`src/rtl/out_port_fifo.sv`:
```
// Output-port stage: captures OUT-destination writes from the source bus into a
// small show-ahead FIFO, drains it to an external device over valid/ready, and
// keeps the last accepted value on outbuf for read-back through the source mux.
module out_port_fifo #(
    parameter int DATA_W = 8,
    parameter int DEPTH  = 4,
    parameter int ADDR_W = 2
) (
    input  logic              clk,
    input  logic              rst_n,
    input  logic [DATA_W-1:0] srcout,
    input  logic              wr_en,
    output logic [DATA_W-1:0] outbuf,
    output logic [DATA_W-1:0] dev_data,
    output logic              dev_valid,
    input  logic              dev_ready,
    output logic              full,
    output logic              empty,
    output logic [ADDR_W:0]   count,
    output logic              overflow,
    input  logic              clr_ovf
);

    localparam logic [ADDR_W:0] DEPTH_C = (ADDR_W+1)'(DEPTH);

    logic [DATA_W-1:0] mem_q [DEPTH];
    logic [ADDR_W-1:0] wptr_q, wptr_d;
    logic [ADDR_W-1:0] rptr_q, rptr_d;
    logic [ADDR_W:0]   count_q, count_d;
    logic [DATA_W-1:0] outbuf_q, outbuf_d;
    logic              ovf_q, ovf_d;

    logic pop;
    logic push;
    logic drop;

    // Status flags come straight from the registered count so they never glitch.
    assign empty     = (count_q == '0);
    assign full      = (count_q == DEPTH_C);
    assign dev_valid = !empty;
    assign count     = count_q;
    assign outbuf    = outbuf_q;
    assign overflow  = ovf_q;
    assign dev_data  = mem_q[rptr_q];

    // A pop on the same edge frees a slot, so a full FIFO can still accept a write.
    assign pop  = dev_valid & dev_ready;
    assign push = wr_en & (!full | pop);
    assign drop = wr_en & full & !pop;

    // Next-state for pointers, occupancy, read-back register and sticky overflow.
    always_comb begin
        wptr_d   = wptr_q;
        rptr_d   = rptr_q;
        count_d  = count_q;
        outbuf_d = outbuf_q;
        ovf_d    = ovf_q;
        if (push) begin
            wptr_d   = wptr_q + 1'b1;
            outbuf_d = srcout;
        end
        if (pop) begin
            rptr_d = rptr_q + 1'b1;
        end
        if (push && !pop) begin
            count_d = count_q + 1'b1;
        end else if (pop && !push) begin
            count_d = count_q - 1'b1;
        end
        // Setting beats clearing when a drop and clr_ovf coincide.
        if (drop) begin
            ovf_d = 1'b1;
        end else if (clr_ovf) begin
            ovf_d = 1'b0;
        end
    end

    // Control state registers, cleared asynchronously so reset cuts any transfer.
    always_ff @(posedge clk or negedge rst_n) begin
        if (!rst_n) begin
            wptr_q   <= '0;
            rptr_q   <= '0;
            count_q  <= '0;
            outbuf_q <= '0;
            ovf_q    <= 1'b0;
        end else begin
            wptr_q   <= wptr_d;
            rptr_q   <= rptr_d;
            count_q  <= count_d;
            outbuf_q <= outbuf_d;
            ovf_q    <= ovf_d;
        end
    end

    // Storage entries are cleared on reset so dev_data reads zero afterwards.
    generate
        for (genvar gi = 0; gi < DEPTH; gi++) begin : g_entry
            // Each entry loads srcout when it is the write target of a push.
            always_ff @(posedge clk or negedge rst_n) begin
                if (!rst_n) begin
                    mem_q[gi] <= '0;
                end else if (push && (wptr_q == ADDR_W'(gi))) begin
                    mem_q[gi] <= srcout;
                end
            end
        end
    endgenerate

endmodule
```
`config.mk`:
```
export PLATFORM = sky130hd
export DESIGN_NAME = out_port_fifo
export DESIGN_NICKNAME = d
export VERILOG_FILES = /design/src/rtl/out_port_fifo.sv
export SDC_FILE = /design/constraint.sdc
export NUM_CORES = 1
export LEC_CHECK = 0
export BUFFER_PORTS_ARGS = -buffer_cell sky130_fd_sc_hd__buf_2
export CORE_MARGIN = 3
export CORE_UTILIZATION = 41
export DETAILED_ROUTE_END_ITERATION = 12
export PLACE_DENSITY_LB_ADDON = 0.1
export SLEW_MARGIN = 10
export SYNTH_ARGS = -nofsm -noshare
export SYNTH_HDL_FRONTEND = slang
export SYNTH_SLANG_ARGS = --single-unit
```
`constraint.sdc`:
```
create_clock -name clk -period 2.4 [get_ports clk]
set_input_delay 0.36 -clock clk [delete_from_list [all_inputs] [get_ports clk]]
set_output_delay 0.36 -clock clk [all_outputs]
set_load 0.01 [all_outputs]
```
==> results.toml <==
[outcome]
status = "finished clean"

[yosys]
synth_seq_cells = 48
syn-num-nets = 155
syn-cell-area_sq_um = 2185
syn_area_per_cell_sq_um = 16.06
yosysSeqAreaShare_pct = 54.98
syn_inst = 136
yosys.cell_types.count = 21
ys_warn_count = 0

[sta]
fin_worst_skew_ps = 5.301
maxSlewViolCount = 0
finalCritPeriodShare_pct = 93.39
max_freq_mhz = 446.2
rsz0062_at_grt = "false"
relSlewSlack_pct = 59.19
worstMarginPinSlew_ps = 612.1
fin_tns_setup_ps = 0
setup_viol = 0
finalCriticalPeriod_ps = 2241
hold_violations = 0

[finish]
diodes = 0
num-fill-cells = 450
fin_util_pct = 51.29
final_nets = 198
drive_above_1_share_pct = 56.98
syn_to_final_growth_pct = 16.04

[drt]
first_iter_violations = 61
routed_wl_mm = 3.991
first_pass_iters = 4
ant_nets = 0
vias = 1227
drcViolationCount = 0
wl_per_cell_um = 16.22
avgViaCountPerCell = 4.988

[pwr]
switchingPower_w = 0.001082
power_density_nw_per_um2 = 1310
p_int_w = 0.002239
power_frac_clock_pct = 13.6
power_frac_comb_pct = 42.6
p_leak_nw = 1.157
seqPwrFrac_pct = 43.8
swShare_pct = 32.58
power_w = 0.003321
ir_drop_uv = 571.8

[worst_setup_path]
cp_max_fo = 6
required_ps = 2620
crit_type = "reg -> reg"
worstPathArrival_ps = 2460
end_kind = "flop"
cp-start-kind = "flop"

[grt]
grt_first_pass_wirelength_mm = 6.789
grt_max_degree = 49
overflow = 0
antenna_found_initial = 0
grt_pass1_vias = 1334
grt_util_all_layers_pct = 14.37

[floorplanning]
die_area_sq_um = 6240
chipHeight_um = 79.00
start_util_pct = 44.20
io_pins = 36
core_area_sq_um = 4942
die_w_um = 79.00
rows = 25

[placed_design]
dp_hpwl_mm = 2.814
portBuffers = 35
gp_congestion = 0.7673

[clock_network]
cts_root_buffer = "clkbuf_8"
clk_latency_ps = 290
hold_buffers = 0
cts_resized = 0
post_cts_buffers = 0
cts_made_buffers = 5
clockBufferDepth = 2
clock_sinks = 48
path_clk_slew_ps = 80
htreeDepth = 2
tritoncts = "built"

[job]
maxCapViolCount = 0

[hold_path]
hp-class = "in -> async"
-- state kept, by name (all words and copies together), names as in the netlist --
| signal | cells |
|---|---|
| wptr_q | 2 |
| overflow | 1 |
| count | 3 |
| rptr_q | 2 |
| outbuf | 8 |
| mem_q | 32 |
-- worst max-delay path: stages (launching register included) --
cell and delay (ps):
dfrtp_1 470, or3_2 530, nand2_1 130, ha_1 190, inv_1 60, fa_1 370
xor2_1 150, nor2_1 110, xor2_1 160
-- per-stage QoR --
step	setup WS, ps	instance area, sq um	cells	hold WS, ps
3_5_place_dp	155.4	2457	239	490.5
6_report	158.7	2535	246	152.3
2_1_floorplan	32.53	2185	136	64.41
3_3_place_gp	263.7	2457	239	482.6
5_1_grt	2.153	2535	246	201.8
4_1_cts	134.3	2535	246	183.2
-- layout make-up --
cell class,instances,area [sq um],share of cell area (%)
sequential,48,1201,47.38
clock inverter,1,5.005,0.1974
inverter,6,22.52,0.8885
tap,67,83.83,3.307
timing repair buffer,39,217.7,8.588
multi-input combinational,79,932.1,36.77
clock buffer,6,72.57,2.863
-- cells in the mapped netlist --
library cell  count  area, sq um
nor4b_4           1        23.77
ha_1              5        62.56
or3_2             1        7.510
nand3_1           1        5.000
xnor2_1           4        35.03
xor2_1            2        17.52
nor3b_1           1        7.510
fa_1              1        20.02
dfrtp_1          48         1201
nor2_1            1        3.750
buf_12            1        20.02
nand2b_4          1        13.76
nor2_2            4        25.02
mux2_2           34        382.9
mux4_2            8        180.2
inv_1             6        22.52
buf_1             1        3.750
nand2_1           6        22.52
mux2_4            8        120.1
o21ai_0           1        5.000
buf_2             1        5.000
-- power by group through the flow --
stage | clock (W) | combinational [W] | sequential, W
4_1_cts | 0.000468 | 0.00146 | 0.00146
3_3_place_gp | 0 | 0.00141 | 0.00145
5_1_grt | 0.000506 | 0.00155 | 0.00152
3_5_place_dp | 0 | 0.00145 | 0.00148
6_report | 0.000451 | 0.00141 | 0.00146
2_1_floorplan | 0 | 0.00105 | 0.00139
-- placed cells by master (no fill, tap or decap), types with 2 or more instances in the layout --
| cell | count |
|---|---|
| xor2_1 | 2 |
| xnor2_1 | 4 |
| inv_1 | 6 |
| dfrtp_1 | 48 |
| clkbuf_8 | 5 |
| mux2_2 | 34 |
| nor2_2 | 4 |
| buf_2 | 35 |
| ha_1 | 5 |
| mux2_4 | 8 |
| buf_4 | 3 |
| mux4_2 | 8 |
| nand2_1 | 6 |
-- path summary, 6_finish.rpt --
kind,startpoint,endpoint,slack (ps),cells past startpoint
worst max-delay path,count[1]$_DFFE_PN0P_,count[2]$_DFFE_PN0P_,160,8
worst min-delay path,rst_n,outbuf[0]$_DFFE_PN0P_,150,2
worst max register to register,count[1]$_DFFE_PN0P_,count[2]$_DFFE_PN0P_,160,8
worst min register to register,mem_q[5]$_DFFE_PN0P_,mem_q[5]$_DFFE_PN0P_,510,1
max in group asynchronous,rst_n,wptr_q[0]$_DFFE_PN0P_,1830,2
min in group clk,clr_ovf,overflow$_DFFE_PN0P_,240,2
-- kinds of logic (layout without fill, tap and decap cells) --
family / after synthesis / count (layout) / share of synthesized area, %
muxes: 50 / 50 / 31.27
DFF: 48 / 48 / 54.98
and+or+nand+nor: 16 / 16 / 4.982
buffers and inverters: 9 / 52 / 2.348
adders and majority gates: 6 / 6 / 3.780
xor gates and xnor gates: 6 / 6 / 2.405
AOI/OAI and AO/OA: 1 / 1 / 0.2289
-- per-layer routing --
metal | share of wire [%] | track usage (%)
met1 | 44 | 18.18
met2 | 51 | 24.07
met3 | 4.0 | 3.741
met4 | 1.3 | 4.639
met5 | 0 | 0
Note: power is estimated with default switching activity, not from simulation.
